===== config.mk =====
export PLATFORM = sky130hd
export DESIGN_NAME = oam_dma_flat
export DESIGN_NICKNAME = d
export VERILOG_FILES = /design/src/rtl/oam_dma_pkg.sv /design/src/rtl/oam_dma_if.sv /design/src/rtl/oam_dma_timer.sv /design/src/rtl/oam_dma.sv /design/src/flat_wrapper.sv
export SDC_FILE = /design/constraint.sdc
export NUM_CORES = 1
export LEC_CHECK = 0
export ABC_AREA = 1
export ABC_CLOCK_PERIOD_IN_PS = 5200
export CAP_MARGIN = 20
export CORE_UTILIZATION = 35
export DETAILED_ROUTE_END_ITERATION = 6
export SLEW_MARGIN = 0
export SYNTH_ARGS = -nofsm -noshare
export SYNTH_HDL_FRONTEND = slang
export SYNTH_SLANG_ARGS = --single-unit

===== constraint.sdc =====
create_clock -name I_clock -period 5.2 [get_ports I_clock]
set_clock_uncertainty 0.1 [all_clocks]
set_input_delay 1.04 -clock I_clock [delete_from_list [all_inputs] [get_ports I_clock]]
set_output_delay 1.04 -clock I_clock [all_outputs]
set_load 0.005 [all_outputs]

===== src/rtl/oam_dma_pkg.sv =====
// Purpose: shared types and constants for the OAM sprite DMA engine.
// Latency: n/a (types, constants and one helper function only).
// Backpressure: n/a.
// Contents: state_t FSM encoding, OAMDATA_REG, OAM_BYTES, LAST_INDEX,
//           TMR_W timer width, tmr_load() helper.
package oam_dma_pkg;

   typedef enum logic [2:0] {
      ST_IDLE,
      ST_HALT,
      ST_READ,
      ST_WAIT,
      ST_WRITE,
      ST_GAP,
      ST_DONE
   } state_t;

   localparam logic [2:0] OAMDATA_REG = 3'd4;
   localparam int         OAM_BYTES   = 256;
   localparam logic [7:0] LAST_INDEX  = 8'(OAM_BYTES - 1);

   // Wide enough for any practical strobe/gap/latency length.
   localparam int TMR_W = 8;

   // A phase lasting N cycles loads N-1; the phase ends on the cycle the
   // counter reads zero.
   function automatic logic [TMR_W-1:0] tmr_load(input int cycles);
      return TMR_W'(cycles - 1);
   endfunction

endpackage


===== src/rtl/oam_dma_if.sv =====
// Purpose: bundle of trigger, CPU-halt, memory-read and PPU-host-port lines.
// Latency: n/a (wires only).
// Backpressure: CPU halt request/ack pair is the only handshake; others are strobes.
// Modports: master = DMA engine side, slave = surrounding system / bench.
interface oam_dma_if;

   logic        I_trig_wren;
   logic [7:0]  I_trig_data;
   logic        O_cpu_halt;
   logic        I_cpu_halt_ack;
   logic [15:0] O_mem_addr;
   logic        O_mem_rden;
   logic [7:0]  I_mem_data;
   logic [2:0]  O_ppu_addr;
   logic        O_ppu_wren;
   logic        O_ppu_rden;
   logic [7:0]  O_ppu_data;
   logic        O_busy;
   logic        O_done;

   modport master (
      input  I_trig_wren, I_trig_data, I_cpu_halt_ack, I_mem_data,
      output O_cpu_halt, O_mem_addr, O_mem_rden, O_ppu_addr, O_ppu_wren,
             O_ppu_rden, O_ppu_data, O_busy, O_done
   );

   modport slave (
      output I_trig_wren, I_trig_data, I_cpu_halt_ack, I_mem_data,
      input  O_cpu_halt, O_mem_addr, O_mem_rden, O_ppu_addr, O_ppu_wren,
             O_ppu_rden, O_ppu_data, O_busy, O_done
   );

endinterface


===== src/rtl/oam_dma_timer.sv =====
// Purpose: loadable down-counter timing the WAIT, WRITE and GAP phases.
// Latency: load takes effect next cycle; o_zero is a decode of the count.
// Backpressure: none; i_en pauses counting, decrement saturates at zero.
// Ports: i_clk, i_rst_n (sync active-low), i_load/i_load_val, i_en, o_zero.
module oam_dma_timer
   import oam_dma_pkg::*;
(
   input  logic             i_clk,
   input  logic             i_rst_n,
   input  logic             i_load,
   input  logic [TMR_W-1:0] i_load_val,
   input  logic             i_en,
   output logic             o_zero
);

   logic [TMR_W-1:0] r_count;

   always_ff @(posedge i_clk) begin
      if (!i_rst_n) begin
         r_count <= '0;
      end else if (i_load) begin
         r_count <= i_load_val;
      end else if (i_en && (r_count != '0)) begin
         r_count <= r_count - TMR_W'(1);
      end
   end

   assign o_zero = (r_count == '0);

endmodule


===== src/rtl/oam_dma.sv =====
// Purpose: OAM sprite DMA - halts the CPU, copies page P (256 bytes) to PPU OAMDATA.
// Latency: 1+P_mem_latency+P_strobe_len+P_gap_len cycles per byte after halt ack.
// Backpressure: waits indefinitely in HALT for I_cpu_halt_ack; triggers while busy are dropped.
// Ports: I_clock, I_reset (sync active-low), bus (oam_dma_if.master: trigger,
//        CPU halt handshake, memory read port, PPU host write port, busy/done).
module oam_dma
   import oam_dma_pkg::*;
#(
   parameter int P_mem_latency = 1,
   parameter int P_strobe_len  = 2,
   parameter int P_gap_len     = 1
)(
   input  logic     I_clock,
   input  logic     I_reset,
   oam_dma_if.master bus
);

   state_t      r_state;
   logic [7:0]  r_page;
   logic [7:0]  r_index;
   logic        r_cpu_halt;
   logic [15:0] r_mem_addr;
   logic        r_mem_rden;
   logic [2:0]  r_ppu_addr;
   logic        r_ppu_wren;
   logic [7:0]  r_ppu_data;
   logic        r_busy;
   logic        r_done;

   logic             w_tmr_load;
   logic [TMR_W-1:0] w_tmr_val;
   logic             w_tmr_en;
   logic             w_tmr_zero;

   // The timer is reloaded on the same edge that enters each timed phase,
   // so its zero flag marks the final cycle of WAIT/WRITE/GAP.
   always_comb begin
      w_tmr_load = 1'b0;
      w_tmr_val  = '0;
      w_tmr_en   = 1'b0;
      case (r_state)
         ST_READ: begin
            w_tmr_load = 1'b1;
            w_tmr_val  = tmr_load(P_mem_latency);
         end
         ST_WAIT: begin
            if (w_tmr_zero) begin
               w_tmr_load = 1'b1;
               w_tmr_val  = tmr_load(P_strobe_len);
            end else begin
               w_tmr_en = 1'b1;
            end
         end
         ST_WRITE: begin
            if (w_tmr_zero) begin
               w_tmr_load = 1'b1;
               w_tmr_val  = tmr_load(P_gap_len);
            end else begin
               w_tmr_en = 1'b1;
            end
         end
         ST_GAP:  w_tmr_en = 1'b1;
         default: ;
      endcase
   end

   oam_dma_timer u_timer (
      .i_clk      (I_clock),
      .i_rst_n    (I_reset),
      .i_load     (w_tmr_load),
      .i_load_val (w_tmr_val),
      .i_en       (w_tmr_en),
      .o_zero     (w_tmr_zero)
   );

   always_ff @(posedge I_clock) begin
      if (!I_reset) begin
         r_state    <= ST_IDLE;
         r_page     <= '0;
         r_index    <= '0;
         r_cpu_halt <= 1'b0;
         r_mem_addr <= '0;
         r_mem_rden <= 1'b0;
         r_ppu_addr <= '0;
         r_ppu_wren <= 1'b0;
         r_ppu_data <= '0;
         r_busy     <= 1'b0;
         r_done     <= 1'b0;
      end else begin
         r_done <= 1'b0;
         case (r_state)
            ST_IDLE: begin
               if (bus.I_trig_wren) begin
                  r_page     <= bus.I_trig_data;
                  r_index    <= '0;
                  r_cpu_halt <= 1'b1;
                  r_busy     <= 1'b1;
                  r_state    <= ST_HALT;
               end
            end
            ST_HALT: begin
               if (bus.I_cpu_halt_ack) begin
                  r_mem_addr <= {r_page, r_index};
                  r_mem_rden <= 1'b1;
                  r_state    <= ST_READ;
               end
            end
            ST_READ: begin
               r_mem_rden <= 1'b0;
               r_state    <= ST_WAIT;
            end
            ST_WAIT: begin
               if (w_tmr_zero) begin
                  r_ppu_data <= bus.I_mem_data;
                  r_ppu_addr <= OAMDATA_REG;
                  r_ppu_wren <= 1'b1;
                  r_state    <= ST_WRITE;
               end
            end
            ST_WRITE: begin
               if (w_tmr_zero) begin
                  r_ppu_wren <= 1'b0;
                  r_state    <= ST_GAP;
               end
            end
            ST_GAP: begin
               if (w_tmr_zero) begin
                  if (r_index == LAST_INDEX) begin
                     // Index stops at 255: the page never rolls into the next one.
                     r_done     <= 1'b1;
                     r_cpu_halt <= 1'b0;
                     r_busy     <= 1'b0;
                     r_ppu_addr <= '0;
                     r_state    <= ST_DONE;
                  end else begin
                     r_index    <= r_index + 8'd1;
                     r_mem_addr <= {r_page, r_index + 8'd1};
                     r_mem_rden <= 1'b1;
                     r_state    <= ST_READ;
                  end
               end
            end
            ST_DONE: r_state <= ST_IDLE;
            default: r_state <= ST_IDLE;
         endcase
      end
   end

   assign bus.O_cpu_halt = r_cpu_halt;
   assign bus.O_mem_addr = r_mem_addr;
   assign bus.O_mem_rden = r_mem_rden;
   assign bus.O_ppu_addr = r_ppu_addr;
   assign bus.O_ppu_wren = r_ppu_wren;
   assign bus.O_ppu_rden = 1'b0;
   assign bus.O_ppu_data = r_ppu_data;
   assign bus.O_busy     = r_busy;
   assign bus.O_done     = r_done;

endmodule


===== src/flat_wrapper.sv =====
// flat-port wrapper written by rule: the top's interface ports become plain ports
module oam_dma_flat import oam_dma_pkg::*;
#(
   parameter int P_mem_latency = 1,
   parameter int P_strobe_len  = 2,
   parameter int P_gap_len     = 1
)
  (I_clock, I_reset, bus_I_trig_wren, bus_I_trig_data, bus_I_cpu_halt_ack, bus_I_mem_data, bus_O_cpu_halt, bus_O_mem_addr, bus_O_mem_rden, bus_O_ppu_addr, bus_O_ppu_wren, bus_O_ppu_rden, bus_O_ppu_data, bus_O_busy, bus_O_done);
  oam_dma_if bus_i ();
  input  logic I_clock;
  input  logic I_reset;
  input wire logic [$bits(bus_i.I_trig_wren)-1:0] bus_I_trig_wren;
  input wire logic [$bits(bus_i.I_trig_data)-1:0] bus_I_trig_data;
  input wire logic [$bits(bus_i.I_cpu_halt_ack)-1:0] bus_I_cpu_halt_ack;
  input wire logic [$bits(bus_i.I_mem_data)-1:0] bus_I_mem_data;
  output wire logic [$bits(bus_i.O_cpu_halt)-1:0] bus_O_cpu_halt;
  output wire logic [$bits(bus_i.O_mem_addr)-1:0] bus_O_mem_addr;
  output wire logic [$bits(bus_i.O_mem_rden)-1:0] bus_O_mem_rden;
  output wire logic [$bits(bus_i.O_ppu_addr)-1:0] bus_O_ppu_addr;
  output wire logic [$bits(bus_i.O_ppu_wren)-1:0] bus_O_ppu_wren;
  output wire logic [$bits(bus_i.O_ppu_rden)-1:0] bus_O_ppu_rden;
  output wire logic [$bits(bus_i.O_ppu_data)-1:0] bus_O_ppu_data;
  output wire logic [$bits(bus_i.O_busy)-1:0] bus_O_busy;
  output wire logic [$bits(bus_i.O_done)-1:0] bus_O_done;
  assign bus_i.I_trig_wren = bus_I_trig_wren;
  assign bus_i.I_trig_data = bus_I_trig_data;
  assign bus_i.I_cpu_halt_ack = bus_I_cpu_halt_ack;
  assign bus_i.I_mem_data = bus_I_mem_data;
  assign bus_O_cpu_halt = bus_i.O_cpu_halt;
  assign bus_O_mem_addr = bus_i.O_mem_addr;
  assign bus_O_mem_rden = bus_i.O_mem_rden;
  assign bus_O_ppu_addr = bus_i.O_ppu_addr;
  assign bus_O_ppu_wren = bus_i.O_ppu_wren;
  assign bus_O_ppu_rden = bus_i.O_ppu_rden;
  assign bus_O_ppu_data = bus_i.O_ppu_data;
  assign bus_O_busy = bus_i.O_busy;
  assign bus_O_done = bus_i.O_done;
  oam_dma #(.P_mem_latency(P_mem_latency), .P_strobe_len(P_strobe_len), .P_gap_len(P_gap_len)) u_core (.I_clock(I_clock), .I_reset(I_reset), .bus(bus_i));
endmodule

==> out/results.ini, run 1 <==
[timing]
rsz0062_at_grt = false
timing.final.crit_share = 0.484
finalSetupTns_ns = 0
worst_slack_ns = 2.68
drv_slew = 0
hold_viol_final = 0
relSlewSlack = 0.523
worstMarginPinSlew_ns = 0.713
min_period_ns = 2.52
fmax_ghz = 0.397
setup_violations = 0

[setup_path]
slowest_delay_ns = 0.49
crit_type = in2reg
slowest_stage = clkdlybuf4s50_1
crit_path_max_fanout = 18
worst_setup_path_end_kind = flip-flop
start_kind = input port
cp_cell_sequence = clkdlybuf4s50_1 > nand3_1 > nand2_1 > nand2_4 > nand2_1 > nand2_1 > nor2_1
arrival_ns = 2.67
cp-startpoint = bus_I_trig_wren
path_common_cell = nand2_1
r2r_start = u_core.u_timer.r_count[0]
cp.required_ns = 5.35

[synthesis]
synth_cell_types = 36
synth-main-ff-cell = dfxtp_1
synth.most_common_cell = nand2_1
synth_common_cells = nand2_1 (93), nor2_1 (74), dfxtp_1 (56)
syn_area_um2 = 2860
synth-async-reset-ratio = 0
ys_seq_area_frac = 0.391
yosys_warnings = 0
synth.top_cell.area_share = 0.391
synth-seq-cells = 56
synth_edf_count = 0
synth.avg_cell_area_um2 = 7.09
synth_cells = 404
yosys-top-cells-area = dfxtp_1 (39%), nand2_1 (12%), nor2_1 (9.7%)
synth_area_leader_cell = dfxtp_1

[power]
p_comb_frac = 0.492
power_uw = 1890
p_seq_frac = 0.355
internal-power_uw = 1110
power.share.clock = 0.153
powerDensity_nw_per_um2 = 543
p_sw_uw = 773
swShare = 0.410
vdd_drop_max_mv = 0.232
cellLeakagePower_uw = 0.00143

[detailed_routing]
routed_wl_um = 5970
drt_pass1_iterations = 4
vias = 2545
first_iter_violations = 98
drc = 0
wl_per_cell_um = 10.9
antenna_left = 0
viasPerCell = 4.63

[status]
status = finished clean

[final_layout]
multi_input_area_um2 = 1490
drive_gt1_frac = 0.112
fin_nets = 471
antenna_cells = 0
fillerInstances = 809
syn_to_final_growth_pct = 21.3
seqCellArea_um2 = 1120

[clocking]
cts.reportedPaths.clkPinSlew_ns = 0.10
numClockSinks = 56
cts_buffer_depth = 2
root_buffer = clkbuf_8
cts_tree = yes
cts_buffers = 5
ctsResizeCount = 0
insertion_delay_ns = 0.30
cts_htree_levels = 2
post_cts_buffers = 0
cts_hold_buffers = 0

[global_routing]
grt_overflow = 0
grt_use_total = 0.151
grt_pass1_wl_um = 10500
antenna_found_initial = 0
grt_pass1_vias = 2297
grt_max_degree = 29

[placement]
port_buffers = 49
post-place-ws_ns = 2.31
gp_congestion = 0.798
dp_hpwl_um = 4380

[hold_path]
hp-start = u_core.r_page[7]
hold_path.class = reg2reg

[die]
die_w_um = 92.5
num_io_pins = 53
core_area_um2 = 7810
start_util = 0.367
die-area_um2 = 8550
die_height_um = 92.5
num_rows = 32

[job]
max_cap_viol_count = 0

## flip-flops by register name, summed over array words and instances (netlist names)
| signal | flops |
|---|---|
| u_core.bus.O_ppu_addr | 1 |
| u_core.r_state | 3 |
| u_core.bus.O_mem_rden | 1 |
| u_core.r_index | 8 |
| u_core.bus.O_mem_addr | 16 |
| u_core.u_timer.r_count | 8 |
| u_core.r_page | 8 |
| u_core.bus.O_ppu_data | 8 |
| u_core.bus.O_ppu_wren | 1 |
| u_core.bus.O_busy | 1 |
| u_core.bus.O_done | 1 |
## stage by stage
stage,hold WS [ns],utilization,area (um2),std cells
global placement,0.340,0.431,3360,542
floorplan,0.329,-,2870,406
global route,0.384,0.445,3470,550
finish,0.356,0.445,3470,550
detailed placement,0.345,0.431,3360,542
CTS,0.360,0.445,3470,550
## cell families after synthesis
group	share of synthesized area
buffers and inverters	0.0917
and+or+nand+nor	0.385
adders and majority gates	0.0175
other	0.00131
AOI/OAI and AO/OA	0.107
DFF	0.391
xor gates and xnor gates	0.00612
## cells in the final DEF, fill, tap and decap left out, drive strengths merged, types with 2 or more instances in the layout
| cell | count |
|---|---|
| a21boi | 2 |
| a21oi | 29 |
| clkbuf | 5 |
| clkdlybuf4s50 | 49 |
| conb | 3 |
| dfxtp | 56 |
| ha | 4 |
| inv | 34 |
| nand2 | 105 |
| nand3 | 22 |
| nand3b | 6 |
| nand4 | 3 |
| nor2 | 95 |
| nor3 | 2 |
| o21ai | 24 |
## cell type report
class | count | area share
multi-input cells | 300 | 0.428
flip-flops and latches | 56 | 0.323
repair buffers | 50 | 0.143
inverters | 34 | 0.0367
well taps | 102 | 0.0367
clock buffers | 5 | 0.0198
clock inverters | 3 | 0.0122
## final timing paths
path	depth (start not counted)	end	slack (ns)
worst min register to register	2	u_core.r_page[7]	0.36
worst max-delay path	7	u_core.r_index[6]	2.68
worst min-delay path	2	u_core.r_page[7]	0.36
worst max register to register	8	u_core.bus.O_ppu_data[2]	3.20
## worst max-delay path, delay by kind of cell
kind	cells	cell delay, ns
and+or+nand+nor	6	1.13
buffers and inverters	1	0.49
## layer usage
| layer | share of wire | GRT usage | up-vias |
|---|---|---|---|
| met5 | 0 | 0 | - |
| met4 | 0.0057 | 0.0352 | 0 |
| met3 | 0.062 | 0.0484 | 2 |
| met2 | 0.46 | 0.249 | 46 |
| met1 | 0.47 | 0.190 | 1143 |
| li1 | - | - | 1354 |
## power groups by stage
| stage | Sequential (uW) | Combinational (uW) | Clock, uW |
|---|---|---|---|
| 6_report | 670 | 927 | 289 |
| 5_1_grt | 691 | 1050 | 318 |
| 4_1_cts | 671 | 938 | 297 |
| 3_5_place_dp | 680 | 933 | 0 |
| 3_3_place_gp | 678 | 928 | 0 |
| 2_1_floorplan | 668 | 709 | 0 |
No activity file was read; power rests on OpenSTA's default activity.
==> run 2, diff against run 1 <==
ABC_CLOCK_PERIOD_IN_PS = 2300   (was 5200)
clock period = 2.3 ns   (was 5.2 ns; I/O delays follow)
==> out/results.ini, run 2 (synthesized netlist as in run 1, its figures left out) <==
[status]
status = finished clean

[detailed_routing]
drc = 0  ; unchanged
routed_wl_um = 6030  ; +0.92%
drt_pass1_iterations = 4  ; unchanged
vias = 2565  ; +0.79%
antenna_left = 0  ; unchanged
viasPerCell = 4.65  ; +0.42%
wl_per_cell_um = 10.9  ; +0.56%
first_iter_violations = 86  ; -12%

[timing]
fmax_ghz = 0.512
relSlewSlack = 0.640  ; +0.117
min_period_ns = 1.95
hold_viol_final = 0  ; unchanged
finalSetupTns_ns = 0  ; unchanged
timing.final.crit_share = 0.849
drv_slew = 0  ; unchanged
setup_violations = 0  ; unchanged
rsz0062_at_grt = false
worstMarginPinSlew_ns = 0.539  ; -0.174 ns

[clocking]
cts.reportedPaths.clkPinSlew_ns = 0.10  ; about the same
root_buffer = clkbuf_8
cts_tree = yes
ctsResizeCount = 0  ; unchanged
insertion_delay_ns = 0.31  ; about the same
numClockSinks = 56  ; unchanged
post_cts_buffers = 0  ; unchanged
cts_buffers = 5  ; unchanged
cts_htree_levels = 2  ; unchanged
cts_hold_buffers = 0  ; unchanged
cts_buffer_depth = 2  ; unchanged

[final_layout]
final_common_cell = nand2_1
syn_to_final_growth_pct = 22.3
drive_gt1_frac = 0.116  ; +0.00395
antenna_cells = 0  ; unchanged
layout_common_cells = nand2_1 (93), nor2_1 (74), dfxtp_1 (56)
fin_nets = 473  ; +0.42%
largest_reg_flops = 16  ; unchanged

[hold_path]
hold_path.class = reg2reg
min_path_cells = 2  ; unchanged
holdPathEnd = u_core.r_page[3]
hp-start = u_core.r_page[3]

[power]
power_uw = 4340  ; +130%
p_sw_uw = 1750  ; +130%
power.share.clock = 0.162  ; +0.009
swShare = 0.404  ; -0.00642
vdd_drop_max_mv = 0.536  ; +130%
p_comb_frac = 0.489  ; -0.003
powerDensity_nw_per_um2 = 1240  ; +130%
p_seq_frac = 0.350  ; -0.005
cellLeakagePower_uw = 0.00145  ; +1.3%
internal-power_uw = 2590  ; +130%

[setup_path]
slowest_delay_ns = 0.36  ; -0.13 ns
crit_type = reg2reg
r2r_slack_ns = 0.35  ; -2.85 ns
cp_cell_sequence = inv_1 > ha_1 > nand2_2 > o21ai_4 > nand2_4 > nor2_8 > nand2_1 > nand2_1 > nor2_2
crit_path_max_fanout = 28  ; +10
reg2regPathDepth = 9  ; +1
arrival_ns = 2.07  ; -0.60 ns
worst_setup_path_end_kind = flip-flop
cp-startpoint = u_core.u_timer.r_count[0]
slowest_stage = nor2_8
r2r_start = u_core.u_timer.r_count[0]
start_kind = flip-flop
cp.required_ns = 2.41  ; -2.94 ns
r2r-end = u_core.bus.O_mem_addr[5]
path_common_cell = nand2_1

[global_routing]
grt_use_total = 0.155  ; +0.00455
grt_max_degree = 40  ; +38%
grt_overflow = 0  ; unchanged
grt_pass1_vias = 2410  ; +4.9%
grt_pass1_wl_um = 10700  ; +2.0%
antenna_found_initial = 0  ; unchanged

[die]
core_area_um2 = 7810  ; unchanged
die_height_um = 92.5  ; unchanged
num_io_pins = 53  ; unchanged
num_rows = 32  ; unchanged
die_w_um = 92.5  ; unchanged
start_util = 0.367  ; unchanged
die-area_um2 = 8550  ; unchanged

[placement]
dp_hpwl_um = 4310  ; -1.6%
port_buffers = 49  ; unchanged
gp_congestion = 0.820  ; +2.7%

[job]
max_cap_viol_count = 0  ; unchanged

==> run 2: changes by cell type in the layout (fill, tap and decap cells not counted) <==
| cell | delta |
|---|---|
| clkbuf_8 | +2 |
| buf_4 | +2 |
| clkinvlp_4 | -1 |
| clkinv_2 | -1 |
==> run 2: stage by stage <==
step / worst slack, ns / util / instance area, um2 / hold slack, ns / instances
final: 0.346 / 0.449 / 3500 / 0.358 / 552
after detailed placement: 0.251 / 0.433 / 3380 / 0.345 / 544
after global routing: 0.119 / 0.449 / 3500 / 0.386 / 552
after floorplan: 0.622 / - / 2870 / 0.329 / 406
after global placement: 0.271 / 0.433 / 3380 / 0.341 / 544
after CTS: 0.311 / 0.449 / 3500 / 0.360 / 552
==> run 2: routing by layer <==
| layer | global-route usage | wire length [um] | vias to the layer above |
|---|---|---|---|
| li1 | - | - | 1357 |
| met1 | 0.187 | 2780 | 1158 |
| met2 | 0.264 | 2820 | 44 |
| met3 | 0.0542 | 370 | 6 |
| met4 | 0.0391 | 62 | 0 |
| met5 | 0 | 0 | - |
==> run 2: cell type report <==
type / count / area (um2)
Fill cell: 823 / 4300
Sequential cell: 56 / 1120
Multi-Input combinational cell: 300 / 1490
Timing Repair Buffer: 52 / 513
Tap cell: 102 / 128
Clock buffer: 7 / 96.3
Inverter: 34 / 128
Clock inverter: 1 / 30.0
==> run 2: how the worst max path moves through the flow <==
stage | depth (start not counted) | slack (ns) | to
after floorplan | 10 | 0.62 | u_core.bus.O_mem_addr[5]
after global routing | 9 | 0.12 | u_core.bus.O_mem_addr[11]
final | 9 | 0.35 | u_core.bus.O_mem_addr[5]
after detailed placement | 8 | 0.25 | u_core.bus.O_mem_addr[5]
after CTS | 9 | 0.31 | u_core.bus.O_mem_addr[5]
after global placement | 8 | 0.27 | u_core.bus.O_mem_addr[5]
==> run 2: critical path: cells and delay by family, from the launching register on <==
family                     cells  cell delay, ns
and+or+nand+nor                6            0.77
DFF                            1            0.33
AOI/OAI and AO/OA              1            0.30
adders and majority gates      1            0.20
buffers and inverters          1            0.14
==> run 2: power groups by stage <==
stage,Clock (uW),Combinational [uW],Sequential [uW]
detailed placement,0,2140,1550
global placement,0,2100,1540
global route,772,2420,1570
CTS,732,2150,1520
finish,703,2120,1520
floorplan,0,1600,1510
==> run 3, diff against run 2 <==
ABC_CLOCK_PERIOD_IN_PS = 1950   (was 2300)
clock period = 1.95 ns   (was 2.3 ns; I/O delays follow)
==> out/results.ini, run 3 (synthesized netlist as in run 1, its figures left out) <==
[clocking]
post_cts_buffers = 0  ; unchanged
cts_buffer_depth = 2  ; unchanged
numClockSinks = 56  ; unchanged
cts_buffers = 5  ; unchanged
cts_htree_levels = 2  ; unchanged
root_buffer = clkbuf_8
cts.reportedPaths.clkPinSlew_ns = 0.10  ; about the same
cts_tree = yes
insertion_delay_ns = 0.31  ; about the same

[timing]
fmax_ghz = 0.569  ; +11%
drv_slew = 0  ; unchanged
setup_violations = 0  ; unchanged
timing.final.crit_share = 0.901  ; +0.0512
finalSetupTns_ns = 0  ; unchanged
min_period_ns = 1.76  ; -0.198 ns
hold_viol_final = 0  ; unchanged
worstMarginPinSlew_ns = 0.532  ; -0.00719 ns
relSlewSlack = 0.645  ; +0.00480
rsz0062_at_grt = false

[hold_path]
min_path_cells = 2  ; unchanged
hold_path.class = reg2reg

[status]
status = finished clean

[global_routing]
grt_pass1_vias = 2463  ; +2.2%
antenna_found_initial = 0  ; unchanged
grt_overflow = 0  ; unchanged
grt_max_degree = 40  ; unchanged
grt_pass1_wl_um = 11000  ; +3.0%
grt_use_total = 0.157  ; +0.00202

[setup_path]
crit_type = reg2reg
reg2regPathDepth = 9  ; unchanged
worst_setup_path_end_kind = flip-flop
arrival_ns = 1.89  ; -0.18 ns
cp.required_ns = 2.08  ; -0.33 ns
crit_path_max_fanout = 10  ; -64%
start_kind = flip-flop

[detailed_routing]
wl_per_cell_um = 11.1  ; +1.2%
antenna_left = 0  ; unchanged
viasPerCell = 4.60  ; -1.1%
vias = 2561  ; -0.16%
first_iter_violations = 95  ; +10%
drt_pass1_iterations = 5  ; +1
drc = 0  ; unchanged
routed_wl_um = 6160  ; +2.1%

[final_layout]
fillerInstances = 809  ; -1.7%
drive_gt1_frac = 0.123  ; +0.00752
final_common_cell = nand2_1
largest_reg_flops = 16  ; unchanged
multi_input_area_um2 = 1490  ; +0.34%
seqCellArea_um2 = 1120  ; unchanged
antenna_cells = 0  ; unchanged
stdcell_count = 557  ; +0.91%
layout_common_cells = nand2_1 (93), nor2_1 (74), dfxtp_1 (56)
fin_nets = 478  ; +1.1%
syn_to_final_growth_pct = 23.5

[power]
powerDensity_nw_per_um2 = 1430  ; +15%
p_comb_frac = 0.513  ; +0.024
internal-power_uw = 2950  ; +14%
p_seq_frac = 0.354  ; +0.004
cellLeakagePower_uw = 0.00147  ; +1.0%
power.share.clock = 0.133  ; -0.029
vdd_drop_max_mv = 0.522  ; -2.6%
p_sw_uw = 2090  ; +19%
swShare = 0.414  ; +0.0106
power_uw = 5040  ; +16%

[die]
die-area_um2 = 8550  ; unchanged
start_util = 0.367  ; unchanged
die_height_um = 92.5  ; unchanged
num_io_pins = 53  ; unchanged
core_area_um2 = 7810  ; unchanged
die_w_um = 92.5  ; unchanged
num_rows = 32  ; unchanged

[placement]
gp_congestion = 0.834  ; +1.7%
dp.cells = 549  ; +0.92%
port_buffers = 49  ; unchanged
dp_hpwl_um = 4520  ; +5.0%

[job]
max_cap_viol_count = 0  ; unchanged

run 3: cell types whose count changed in the layout (fill, tap and decap cells not counted):
| cell | change |
|---|---|
| nor2_4 | +1 |
| nor2_2 | -1 |
| buf_12 | +2 |
| clkinvlp_4 | +1 |
| buf_4 | +3 |
| clkbuf_1 | +1 |
| clkbuf_8 | -1 |
| bufinv_16 | -1 |
run 3: metrics by stage:
step / utilization / instance area (um2) / setup slack [ns] / hold WS [ns]
after floorplan: - / 2870 / 0.272 / 0.329
after global placement: 0.441 / 3440 / 0.135 / 0.340
after detailed placement: 0.441 / 3440 / 0.122 / 0.343
after CTS: 0.453 / 3530 / 0.117 / 0.357
after global routing: 0.453 / 3540 / 0.0164 / 0.372
final: 0.453 / 3540 / 0.194 / 0.357
run 3: repair_timing:
action,in CTS,in global routing
resized for setup,0,1
hold buffers,0,0
setup endpoints to repair,0,3
endpoints found under the hold margin,0,0
run 3: cell type report:
class,count,share of cell area
multi-input combinational,300,0.422
sequential,56,0.317
timing repair buffer,57,0.163
inverter,34,0.0361
tap,102,0.0361
clock buffer,7,0.0244
clock inverter,1,0.00212
run 3: power groups by stage:
stage	sequential (uW)	combinational, uW	clock (uW)
floorplan	1780	1890	0
global placement	1800	2560	0
detailed placement	1810	2600	0
CTS	1790	2610	698
global route	1840	2930	749
finish	1790	2590	669
run 3: path summary, 6_finish.rpt:
check | startpoint | endpoint | slack, ns
worst max-delay path | u_core.r_index[1] | u_core.r_index[2] | 0.19
worst min-delay path | u_core.r_page[7] | u_core.r_page[7] | 0.36
worst max register to register | u_core.r_index[1] | u_core.r_index[2] | 0.19
worst min register to register | u_core.r_page[7] | u_core.r_page[7] | 0.36
run 3: per-layer routing:
layer / wire, um / GRT usage
met4: 64 / 0.0430
met5: 0 / 0
met1: 2820 / 0.191
met2: 2900 / 0.271
met3: 378 / 0.0443
run 3: critical path: stages, from the launching register on:
cell and delay (ns):
dfxtp_1 0.40, ha_1 0.18, nand2_1 0.13, nor2_1 0.19, nand2_1 0.09, nor2_2 0.17, nor2_4 0.10, nand2_4 0.12
nand2_1 0.06, a21oi_1 0.14
